### src/rtl/leaky_act_pipe.sv
// leaky_act_pipe: multi-lane activation stage, two-register valid/ready pipeline.
//
// Each beat carries LANES signed DATA_WIDTH elements plus a per-beat activation
// mode and leak shift. Mode and shift travel with the beat, so they can change
// every beat without flushing the pipeline.
//
// Ports:
//   clk             rising-edge clock
//   rst             asynchronous active-high reset
//   in_valid        input beat valid
//   in_ready        block can accept a beat (combinational from out_ready)
//   in_data         LANES x DATA_WIDTH, lane i at [i*DATA_WIDTH +: DATA_WIDTH]
//   in_mode         0 BYPASS, 1 RELU, 2 LEAKY, 3 RELU6
//   in_alpha_shift  arithmetic right shift applied to negative lanes in LEAKY
//   out_valid       output beat valid
//   out_ready       downstream accepts
//   out_data        result, same lane packing as in_data
//
// Optional build macro LEAKY_ACT_STATS_EN adds:
//   stat_clear      synchronous clear of the counter (wins over increment)
//   stat_neg_count  saturating count of negative lanes over accepted beats
module leaky_act_pipe #(
  parameter int DATA_WIDTH  = 16,
  parameter int FRAC_WIDTH  = 8,
  parameter int LANES       = 4,
  parameter int SHIFT_WIDTH = 4
) (
  input  logic                        clk,
  input  logic                        rst,
  input  logic                        in_valid,
  output logic                        in_ready,
  input  logic [LANES*DATA_WIDTH-1:0] in_data,
  input  logic [1:0]                  in_mode,
  input  logic [SHIFT_WIDTH-1:0]      in_alpha_shift,
  output logic                        out_valid,
  input  logic                        out_ready,
  output logic [LANES*DATA_WIDTH-1:0] out_data
`ifdef LEAKY_ACT_STATS_EN
  ,
  input  logic                        stat_clear,
  output logic [31:0]                 stat_neg_count
`endif
);

  typedef enum logic [1:0] {
    MODE_BYPASS = 2'd0,
    MODE_RELU   = 2'd1,
    MODE_LEAKY  = 2'd2,
    MODE_RELU6  = 2'd3
  } mode_e;

  // 6.0 in the fixed-point format, clamped to the largest positive value when
  // it does not fit.
  localparam logic [63:0] C6_WIDE = 64'd6 << FRAC_WIDTH;
  localparam logic [63:0] POS_MAX = (64'd1 << (DATA_WIDTH - 1)) - 64'd1;
  localparam logic signed [DATA_WIDTH-1:0] C6 =
    (C6_WIDE > POS_MAX) ? POS_MAX[DATA_WIDTH-1:0] : C6_WIDE[DATA_WIDTH-1:0];

  function automatic logic signed [DATA_WIDTH-1:0] act_lane(
    input logic signed [DATA_WIDTH-1:0] x,
    input mode_e                        m,
    input logic [SHIFT_WIDTH-1:0]       sh
  );
    logic signed [DATA_WIDTH-1:0] y;
    y = x;
    case (m)
      MODE_BYPASS: y = x;
      MODE_RELU:   y = x[DATA_WIDTH-1] ? '0 : x;
      // >>> floors, so small negatives settle at -1 rather than 0.
      MODE_LEAKY:  y = x[DATA_WIDTH-1] ? (x >>> sh) : x;
      MODE_RELU6:  y = x[DATA_WIDTH-1] ? '0 : ((x > C6) ? C6 : x);
      default:     y = x;
    endcase
    return y;
  endfunction

  logic                        s1_valid;
  logic [LANES*DATA_WIDTH-1:0] s1_data;
  mode_e                       s1_mode;
  logic [SHIFT_WIDTH-1:0]      s1_shift;

  logic                        s2_valid;
  logic [LANES*DATA_WIDTH-1:0] s2_data;

  logic                        s1_load;
  logic                        s2_load;
  logic [LANES*DATA_WIDTH-1:0] s1_result;

  assign s2_load  = !s2_valid || out_ready;
  assign s1_load  = !s1_valid || s2_load;
  assign in_ready = s1_load;

  assign out_valid = s2_valid;
  assign out_data  = s2_data;

  always_comb begin
    s1_result = '0;
    for (int unsigned i = 0; i < LANES; i++) begin
      s1_result[i*DATA_WIDTH +: DATA_WIDTH] =
        act_lane(s1_data[i*DATA_WIDTH +: DATA_WIDTH], s1_mode, s1_shift);
    end
  end

  always_ff @(posedge clk or posedge rst) begin
    if (rst) begin
      s1_valid <= 1'b0;
      s1_data  <= '0;
      s1_mode  <= MODE_BYPASS;
      s1_shift <= '0;
    end else if (s1_load) begin
      s1_valid <= in_valid;
      if (in_valid) begin
        s1_data  <= in_data;
        s1_mode  <= mode_e'(in_mode);
        s1_shift <= in_alpha_shift;
      end
    end
  end

  always_ff @(posedge clk or posedge rst) begin
    if (rst) begin
      s2_valid <= 1'b0;
      s2_data  <= '0;
    end else if (s2_load) begin
      s2_valid <= s1_valid;
      if (s1_valid) begin
        s2_data <= s1_result;
      end
    end
  end

`ifdef LEAKY_ACT_STATS_EN
  localparam int CNT_W = $clog2(LANES + 1);

  logic [CNT_W-1:0] neg_lanes;
  logic [32:0]      stat_sum;
  logic [31:0]      stat_cnt;

  always_comb begin
    neg_lanes = '0;
    for (int unsigned i = 0; i < LANES; i++) begin
      neg_lanes = neg_lanes + CNT_W'(in_data[i*DATA_WIDTH + DATA_WIDTH - 1]);
    end
  end

  assign stat_sum       = {1'b0, stat_cnt} + 33'(neg_lanes);
  assign stat_neg_count = stat_cnt;

  always_ff @(posedge clk or posedge rst) begin
    if (rst) begin
      stat_cnt <= '0;
    end else if (stat_clear) begin
      stat_cnt <= '0;
    end else if (in_valid && in_ready) begin
      stat_cnt <= stat_sum[32] ? '1 : stat_sum[31:0];
    end
  end
`endif

endmodule
### config.mk
export PLATFORM = sky130hd
export DESIGN_NAME = leaky_act_pipe
export DESIGN_NICKNAME = d
export VERILOG_FILES = /design/src/rtl/leaky_act_pipe.sv
export SDC_FILE = /design/constraint.sdc
export NUM_CORES = 1
export LEC_CHECK = 0
export BUFFER_PORTS_ARGS = -buffer_cell sky130_fd_sc_hd__buf_2
export CAP_MARGIN = 15
export CORE_ASPECT_RATIO = 0.6
export CORE_UTILIZATION = 56
export DETAILED_ROUTE_END_ITERATION = 8
export PLACE_DENSITY = 0.8
export SYNTH_ARGS = -nofsm -noshare
export SYNTH_HDL_FRONTEND = slang
export SYNTH_SLANG_ARGS = --single-unit
export TNS_END_PERCENT = 50
### constraint.sdc
create_clock -name clk -period 8.5 [get_ports clk]
set_input_delay 0.85 -clock clk [delete_from_list [all_inputs] [get_ports clk]]
set_output_delay 0.85 -clock clk [all_outputs]
set_load 0.05 [all_outputs]
==> impl_metrics.yaml <==
floorplan:
  start_util: 0.5773
  core_mm2: 0.01546
  dieHeight_um: 99.79
  ios: 140
  num_rows: 35
  dieArea_mm2: 0.01646
  die-width_um: 165.0
layout:
  antenna_cells: 0
  fillCellCount: 1223
  area_growth_pct: 13.68
  layout_commonest_cell: "buf_2"
  nets: 973
  layout_common_cells: "buf_2, dfrtp_1, mux2_2"
  final_util: 0.6563
  drive_above_1_share: 0.3618
logic_synthesis:
  syn_nets: 885
  synthArstFlopShare: 1.000
  syn_avg_cell_area_um2: 11.00
  synth-edff-count: 0
  synth_flop_cell: "dfrtp_1"
  syn-cell-area_mm2: 0.008925
  syn_inst: 811
  synth-seq-cells: 136
  ys_seq_area_frac: 0.3813
  ys_warn_count: 0
  synth_cell_type_count: 65
sta:
  rsz0062_at_grt: "no"
  fin_setup_tns_ps: 0
  fmax_mhz: 323.2
  worstMarginPinSlew_ps: 1144
  report.final.setup_viol: 0
  post-route-period-util: 0.3640
  finClkSkew_ps: 10.57
  post-route-min-period_ps: 3094
  final_hold_viol_count: 0
  slew_violations: 0
  maxSlewHeadroom: 0.2364
grt:
  track_usage: 0.3222
  grt_first_pass_wirelength_um: 40250
  use_met3: 0.09545
  use_met1: 0.5021
  antenna_found_initial: 0
  grt_max_degree: 80
  first_global_vias: 7208
  top_usage_layer: "met1"
  grt-ovfl-total: 0
  globalRouteMet2Util: 0.4348
placed_design:
  gp_congestion: 0.9463
  dpl.hpwl_um: 16770
  port_buffers: 139
routing:
  antenna_left: 0
  route.detailed.wl_per_inst_um: 22.81
  drc: 0
  vias: 7708
  routed_wl_um: 25430
  dr.pass1.iters: 6
  drtIter0Drc: 1325
  routed_via_density: 6.913
setup_path:
  worst_setup_path_end_kind: "flop"
  crit_required_ps: 8860
  slowest_stage: "dfrtp_1"
  crit_fanout: 31
  crit_path_max_incr_delay_ps: 960
  cp-start-kind: "flop"
  worstSetupPathType: "flop to flop"
  path_cells: "nor2b_1 > and3_1 > nand2_1 > a311oi_1 > a221o_1"
  arrival_ps: 3460
cts:
  clock-sinks: 136
  numCtsBuffers: 17
  ctsResizeCount: 0
  cts_max_path_buffers: 2
  clockRootBuffer: "clkbuf_16"
  htree_levels: 4
  tritoncts: "done"
  post-cts-setup-buffers: 0
  clk_pin_slew_ps: 60
  hold_buffers: 0
  clock_latency_ps: 430
power_and_ir_drop:
  p_per_area_mw_per_mm2: 282.7
  vdd_drop_max_mv: 0.2428
  leakage_nw: 4.333
flow_run:
  maxCapViolCount: 0
hold_path:
  hold_class: "flop to flop"
outcome:
  outcome: "finished clean"
## where the power goes
group | leakage (nW) | internal (mW) | switching, mW | total, mW
clock network | 0.268 | 0.414 | 0.307 | 0.720
logic | 2.44 | 0.436 | 0.706 | 1.14
registers | 1.63 | 0.783 | 0.222 | 1.01
total | 4.33 | 1.63 | 1.23 | 2.87
## final cells by class
cell class              instances  area [µm²]  share of cell area
flip-flops and latches        136        3412              0.3363
clock inverters                12       118.9             0.01172
multi-input cells             587        5119              0.5045
clock buffers                  20       446.7             0.04403
inverters                      10       40.04            0.003946
well taps                     203       254.0             0.02503
repair buffers                147       755.7             0.07449
## worst paths after layout
check | start | slack [ps] | endpoint | cells after the start
max in group asynchronous | rst | 6480 | out_data[22] | 3
min in group asynchronous | rst | 520 | s1_data[34] | 2
min | out_data[15] | 470 | out_data[15] | 2
min reg2reg | out_data[15] | 470 | out_data[15] | 2
max reg2reg | s1_mode[1] | 5410 | out_data[53] | 5
max | s1_mode[1] | 5410 | out_data[53] | 5
## stage by stage
stage / hold WS [ps] / instances / power (mW) / cell area [µm²] / worst slack [ps]
4_1_cts: 474.8 / 1115 / 2.846 / 10150 / 5449
2_1_floorplan: 485.0 / 811 / 1.840 / 8925 / 4011
5_1_grt: 502.3 / 1115 / 2.988 / 10150 / 5251
3_3_place_gp: 460.2 / 1083 / 2.105 / 9580 / 5511
6_report: 472.0 / 1115 / 2.868 / 10150 / 5406
3_5_place_dp: 462.5 / 1083 / 2.128 / 9580 / 5458
## layer usage
| metal | vias to the layer above | part of all wire |
|---|---|---|
| met2 | 589 | 0.42 |
| met4 | 0 | 0.014 |
| met3 | 54 | 0.14 |
| li1 | 3334 | - |
| met5 | - | 0 |
| met1 | 3731 | 0.43 |
## registers in the layout, indices dropped and copies added, names as in the netlist
signal / count
out_data: 64
s1_data: 64
s1_shift: 4
s1_mode: 2
out_valid: 1
s1_valid: 1
## kinds of logic after synthesis
family                 Yosys count  synth area share
buffers and inverters           88           0.04584
flip-flops                     136            0.3813
AO/OA/AOI/OAI                  195            0.1565
multiplexers                   180            0.3042
AND/OR/NAND/NOR                212            0.1122
## cell usage after synthesis (4+ instances only)
| cell type | instances | area share |
|---|---|---|
| dfrtp_1 | 136 | 0.38 |
| mux2_2 | 77 | 0.097 |
| nand2_1 | 75 | 0.032 |
| mux4_2 | 65 | 0.16 |
| nor2_1 | 55 | 0.023 |
| a21oi_1 | 45 | 0.025 |
| clkbuf_1 | 43 | 0.018 |
| mux2i_1 | 35 | 0.039 |
| a221o_1 | 23 | 0.026 |
| o21ai_1 | 19 | 0.011 |
| nand3_1 | 15 | 0.0084 |
| a211oi_1 | 13 | 0.011 |
| a31oi_1 | 12 | 0.0084 |
| buf_1 | 12 | 0.0050 |
| buf_2 | 12 | 0.0067 |
| inv_1 | 10 | 0.0042 |
| and3_1 | 9 | 0.0063 |
| nor4_1 | 9 | 0.0063 |
| and2_1 | 8 | 0.0056 |
| nor3_1 | 8 | 0.0045 |
| o21ai_0 | 8 | 0.0045 |
| o31ai_1 | 8 | 0.0067 |
| nand2b_1 | 7 | 0.0049 |
| o22ai_1 | 7 | 0.0049 |
| buf_6 | 6 | 0.0076 |
| nor2b_1 | 6 | 0.0042 |
| o211ai_1 | 6 | 0.0050 |
| o311ai_1 | 6 | 0.0059 |
| buf_4 | 5 | 0.0042 |
| a2111oi_0 | 4 | 0.0039 |
| a21o_1 | 4 | 0.0034 |
| a32oi_1 | 4 | 0.0039 |
| nand4_1 | 4 | 0.0028 |
## critical path, delay by kind of cell, from the launching register on
kind | cells | cell delay, ps
flops | 1 | 960
simple gates | 3 | 1650
compound gates | 2 | 420
(Power assumes the default switching activity.)
